**config.mk**
```make
export PLATFORM = sky130hd
export DESIGN_NAME = pconv_feeder
export DESIGN_NICKNAME = d
export VERILOG_FILES = /design/src/rtl/pconv_feeder_pkg.sv /design/src/rtl/pconv_feeder_ctrl.sv /design/src/rtl/pconv_feeder.sv
export SDC_FILE = /design/constraint.sdc
export NUM_CORES = 1
export LEC_CHECK = 0
export CAP_MARGIN = 20
export CORE_UTILIZATION = 45
export CTS_BUF_LIST = sky130_fd_sc_hd__clkbuf_4
export CTS_CLUSTER_DIAMETER = 50
export DETAILED_ROUTE_END_ITERATION = 16
export GPL_ROUTABILITY_DRIVEN = 1
export MAX_ROUTING_LAYER = met4
export PLACE_DENSITY = 0.88
export SYNTH_ARGS = -nofsm -noshare
export SYNTH_HDL_FRONTEND = slang
export SYNTH_SLANG_ARGS = --single-unit
```
**constraint.sdc**
```tcl
create_clock -name clk -period 2.5 [get_ports clk]
set_clock_uncertainty 0.2 [all_clocks]
set_input_delay 0.625 -clock clk [delete_from_list [all_inputs] [get_ports clk]]
set_output_delay 0.625 -clock clk [all_outputs]
set_load 0.1 [all_outputs]
```
**src/rtl/pconv_feeder_pkg.sv**
```systemverilog
// Shared definitions for the pointwise-conv feeder: FSM state encoding and the
// bias/shift operand widths common to the conv unit interface.
package pconv_feeder_pkg;

    localparam int BIAS_W  = 32;
    localparam int SHIFT_W = 5;

    typedef enum logic [2:0] {
        IDLE,
        RD_W,
        LD_W,
        STREAM,
        DRAIN,
        DONE
    } feeder_state_t;

    // Address width that never collapses to zero bits for single-entry ranges.
    function automatic int addr_w(input int n);
        return (n > 1) ? $clog2(n) : 1;
    endfunction

endpackage

```
**src/rtl/pconv_feeder_ctrl.sv**
```systemverilog
// Sequencer for the feeder: per output channel it fetches parameters once, then
// streams every pixel address, producing read strobes and an issue strobe with tags.
module pconv_feeder_ctrl
    import pconv_feeder_pkg::*;
#(
    parameter int OUTPUT_CHANNEL = 8,
    parameter int PIXELS         = 64,
    localparam int PW = addr_w(PIXELS),
    localparam int CW = addr_w(OUTPUT_CHANNEL)
) (
    input  logic          clk,
    input  logic          rst_n,
    input  logic          start,
    input  logic          pause,
    output logic          busy,
    output logic          done,
    output logic          fmap_rd_en,
    output logic [PW-1:0] fmap_addr,
    output logic          wt_rd_en,
    output logic [CW-1:0] wt_addr,
    output logic          ld_w,
    output logic          issue,
    output logic [CW-1:0] issue_ch,
    output logic [PW-1:0] issue_pix
);

    localparam logic [PW-1:0] P_LAST  = PW'(PIXELS - 1);
    localparam logic [CW-1:0] OC_LAST = CW'(OUTPUT_CHANNEL - 1);

    feeder_state_t state;
    feeder_state_t state_next;
    logic [CW-1:0] oc;
    logic [PW-1:0] p;

    // Counters saturate at their last index; the FSM leaves STREAM/DRAIN there.
    always_ff @(posedge clk) begin
        if (rst_n) begin
            state <= IDLE;
            oc    <= '0;
            p     <= '0;
        end else begin
            state <= state_next;
            case (state)
                IDLE:    if (start) oc <= '0;
                LD_W:    p <= '0;
                STREAM:  if (!pause && (p != P_LAST)) p <= p + 1'b1;
                DRAIN:   if (oc != OC_LAST) oc <= oc + 1'b1;
                default: ;
            endcase
        end
    end

    always_comb begin
        state_next = state;
        fmap_rd_en = 1'b0;
        wt_rd_en   = 1'b0;
        ld_w       = 1'b0;
        issue      = 1'b0;
        done       = 1'b0;
        case (state)
            IDLE: if (start) state_next = RD_W;
            RD_W: begin
                wt_rd_en   = 1'b1;
                state_next = LD_W;
            end
            LD_W: begin
                ld_w       = 1'b1;
                state_next = STREAM;
            end
            STREAM: if (!pause) begin
                fmap_rd_en = 1'b1;
                issue      = 1'b1;
                if (p == P_LAST) state_next = DRAIN;
            end
            DRAIN: state_next = (oc == OC_LAST) ? DONE : RD_W;
            DONE: begin
                done       = 1'b1;
                state_next = IDLE;
            end
            default: state_next = IDLE;
        endcase
    end

    assign busy      = (state != IDLE);
    assign fmap_addr = p;
    assign wt_addr   = oc;
    assign issue_ch  = oc;
    assign issue_pix = p;

endmodule

```
**src/rtl/pconv_feeder.sv**
```systemverilog
// Pointwise-conv operand feeder: walks output channels over pixels and presents
// aligned feature/weight/bias/shift operands with (channel, pixel) tags.
module pconv_feeder
    import pconv_feeder_pkg::*;
#(
    parameter int N              = 16,
    parameter int INPUT_CHANNEL  = 3,
    parameter int OUTPUT_CHANNEL = 8,
    parameter int PIXELS         = 64,
    localparam int PW = addr_w(PIXELS),
    localparam int CW = addr_w(OUTPUT_CHANNEL),
    localparam int DW = INPUT_CHANNEL * N
) (
    input  logic               clk,
    input  logic               rst_n,
    input  logic               start,
    input  logic               pause,
    output logic               busy,
    output logic               done,
    output logic               fmap_rd_en,
    output logic [PW-1:0]      fmap_addr,
    input  logic [DW-1:0]      fmap_rdata,
    output logic               wt_rd_en,
    output logic [CW-1:0]      wt_addr,
    input  logic [DW-1:0]      wt_rdata,
    input  logic [BIAS_W-1:0]  bias_rdata,
    input  logic [SHIFT_W-1:0] shift_rdata,
    output logic               input_vld,
    output logic [DW-1:0]      input_din,
    output logic [DW-1:0]      weight_din,
    output logic [BIAS_W-1:0]  bias_din,
    output logic [SHIFT_W-1:0] shift_din,
    output logic [CW-1:0]      tag_ch,
    output logic [PW-1:0]      tag_pix
);

    logic          ld_w;
    logic          issue;
    logic [CW-1:0] issue_ch;
    logic [PW-1:0] issue_pix;

    logic          vld_q;
    logic [CW-1:0] ch_q;
    logic [PW-1:0] pix_q;

    pconv_feeder_ctrl #(
        .OUTPUT_CHANNEL(OUTPUT_CHANNEL),
        .PIXELS        (PIXELS)
    ) u_ctrl (
        .clk       (clk),
        .rst_n     (rst_n),
        .start     (start),
        .pause     (pause),
        .busy      (busy),
        .done      (done),
        .fmap_rd_en(fmap_rd_en),
        .fmap_addr (fmap_addr),
        .wt_rd_en  (wt_rd_en),
        .wt_addr   (wt_addr),
        .ld_w      (ld_w),
        .issue     (issue),
        .issue_ch  (issue_ch),
        .issue_pix (issue_pix)
    );

    // Stage 1 follows the RAM read latency; stage 2 captures the returned data.
    always_ff @(posedge clk) begin
        if (rst_n) begin
            vld_q     <= 1'b0;
            ch_q      <= '0;
            pix_q     <= '0;
            input_vld <= 1'b0;
            input_din <= '0;
            tag_ch    <= '0;
            tag_pix   <= '0;
        end else begin
            vld_q     <= issue;
            input_vld <= vld_q;
            if (issue) begin
                ch_q  <= issue_ch;
                pix_q <= issue_pix;
            end
            if (vld_q) begin
                input_din <= fmap_rdata;
                tag_ch    <= ch_q;
                tag_pix   <= pix_q;
            end
        end
    end

    // Parameters change only after the previous channel's last operand has left.
    always_ff @(posedge clk) begin
        if (rst_n) begin
            weight_din <= '0;
            bias_din   <= '0;
            shift_din  <= '0;
        end else if (ld_w) begin
            weight_din <= wt_rdata;
            bias_din   <= bias_rdata;
            shift_din  <= shift_rdata;
        end
    end

endmodule

```
==> flow_summary.yaml <==
synth:
  syn_inst: 678
  synth_nets: 818
  synth_edf_count: 0
  synth_top_area_share: 0.553
  synth_seq_cells: 165
  synthDistinctLibCells: 38
  synth.most_common_cell: "nand2_1"
  syn_area_um2: 5970
  synth_common_cells: "nand2_1, dfxtp_1, a21oi_1"
  syn-mean-instance-area_um2: 8.80
  ys_warn_count: 0
  yosysSeqAreaShare: 0.553
  async_flop_share: 0
  synth_top_cell_by_area: "dfxtp_1"
  synth_area_leaders: "dfxtp_1, nand2_1, mux2i_1"
  synthFlopType: "dfxtp_1"
clocking:
  cts_tree: "built"
  cts.reportedPaths.clkPinSlew_ns: 0.11
  htree_num_levels: 4
  clkSinkCount: 165
  cts_buffer_depth: 2
  clockRootBuffer: "clkbuf_4"
  worst_skew_pair.late_latency_ns: 0.51
  cts_made_buffers: 17
floorplan:
  die_h_um: 117
  fp.dieW_um: 117
  io_pins: 293
  fp.dieArea_um2: 13700
  start_util: 0.467
  design.core.area_um2: 12800
  num_rows: 41
worst_setup_path:
  slowest_delay_ns: 0.47
  cp_top_family: "buffers and inverters"
  crit_required_ns: 1.67
  cp-start-kind: "input pin"
  worstSetupStartpoint: "pause"
  cp_slowest_cell: "clkdlybuf4s50_1"
  rr_startpoint: "u_ctrl.state[0]$_SDFFE_PP0P_"
  crit_path_end_kind: "output pin"
  cp_max_fo: 2
  path_buf_inv: 3
  path_cells: "clkdlybuf4s50_1, nand4bb_4, clkinv_1, buf_12"
  path_class: "input pin to output pin"
  arrival_ns: 1.57
place:
  gp_congestion: 0.787
  hpwl_mm: 11.2
  portBuffers: 292
  place_area_um2: 8690
  place_inst: 1105
outcome:
  outcome: "completed"
timing:
  rsz0062_at_grt: "no"
  fin_crit_sh: 0.956
  slew_violations: 0
  setup_viol: 0
  relSlewSlack: 0.630
  fmax_mhz: 418
  worstMarginPinSlew_ns: 0.555
  period_minus_slack_ns: 2.39
  hold_viol: 0
  holdWs_ns: 0.261
  fin_setup_tns_ns: 0
drt:
  drt_iter0_markers: 349
  antenna_left: 0
  drc: 0
  wirelength_mm: 15.6
  via_per_inst: 4.86
  drt_pass1_iterations: 4
  post_drt_wl_per_cell_um: 13.8
  dr_total_vias: 5528
layout:
  antennaDiodeCount: 0
  layout.nets: 1092
  syn_to_final_growth_pct: 50.1
  final_cells: 1137
  layout-drive-gt1-share: 0.211
  final_area_um2: 8960
global_routing:
  antenna_found_initial: 0
  grt_max_degree: 87
  grt.overflow.total: 0
  grtUsageTotal: 0.227
  grt_pass1_wl_mm: 23.5
  grt_pass1_vias: 4936
min_path:
  hp-class: "register to register"
  min_from: "weight_din[24]$_SDFFE_PP0P_"
job:
  maxCapViolCount: 0
power_and_ir_drop:
  total_leakage_power_nw: 3.55
  power_density_nw_per_um2: 614
  vdd_ir_drop_max_v: 0.000376
layout make-up:
class	count	area, um^2
Clock buffer	19	143
Clock inverter	13	115
Fill cell	1000	3810
Inverter	3	11.3
Multi-Input combinational cell	462	2410
Sequential cell	165	3320
Tap cell	172	215
Timing Repair Buffer	303	2750
repair_timing:
action,4_1_cts,5_1_grt
resized for setup,3,3
hold buffers,0,0
pin swaps,0,0
buffers inserted,0,0
endpoints found under the setup margin,4,3
hold endpoints to repair,0,0
flip-flops by register name, indices dropped and copies added, names as in the netlist, 5 cells and up:
register,flops
input_din,48
weight_din,48
bias_din,32
pix_q,6
tag_pix,6
u_ctrl.fmap_addr,6
shift_din,5
layout by cell type (no fill, tap or decap), types with 3 or more instances in the layout:
cell type          n
a21oi_1          102
ha_1               3
dfxtp_1          161
clkdlybuf4s50_1  135
nand2_1          195
clkbuf_4          19
and3_1             3
mux2i_1           58
buf_4            157
nor2b_1            5
buf_12            11
dfxtp_4            3
nor2_1            64
nand3_1            3
clkinv_1           6
o21ai_0            5
clkinv_2           4
worst register-to-register path: stages (launching register included):
cell and delay [ns]:
dfxtp_2 0.51, or3b_4 0.53, buf_12 0.31, nand2_1 0.09, a21oi_1 0.15
path summary, 6_finish.rpt:
kind / depth (start not counted) / slack [ns] / endpoint
setup reg to reg: 4 / 0.66 / weight_din[16]$_SDFFE_PP0P_
setup / recovery: 4 / 0.11 / fmap_rd_en
hold reg to reg: 2 / 0.26 / weight_din[24]$_SDFFE_PP0P_
hold / removal: 2 / 0.26 / weight_din[24]$_SDFFE_PP0P_
cells by family (layout without fill, tap and decap cells):
logic type	Yosys count	count (layout)	share of synthesized area
adders and majority gates	3	3	0.00629
muxes	59	59	0.0992
and+or+nand+nor	284	284	0.195
AOI/OAI and AO/OA	115	115	0.101
DFF	165	165	0.553
xor gates and xnor gates	1	1	0.00147
buffers and inverters	51	338	0.0434
through the flow:
step	worst slack [ns]	util	power (mW)
2_1_floorplan	0.170	-	3.68
3_3_place_gp	0.102	0.680	4.09
3_5_place_dp	0.0983	0.680	4.10
4_1_cts	0.000333	0.701	5.55
5_1_grt	0.0125	0.702	5.74
6_report	0.110	0.702	5.50
power breakdown:
group	switching [mW]	internal, mW
Combinational	0.880	0.394
Sequential	0.0538	2.71
Clock	0.870	0.594
Total	1.80	3.70
per-layer routing:
metal / wire [um] / global-route usage / vias to the layer above
li1: - / - / 2777
met1: 6110 / 0.252 / 2519
met2: 8140 / 0.390 / 204
met3: 1050 / 0.0551 / 28
met4: 353 / 0.0903 / 0
met5: 0 / - / -
Note: power is estimated with default switching activity, not from simulation.
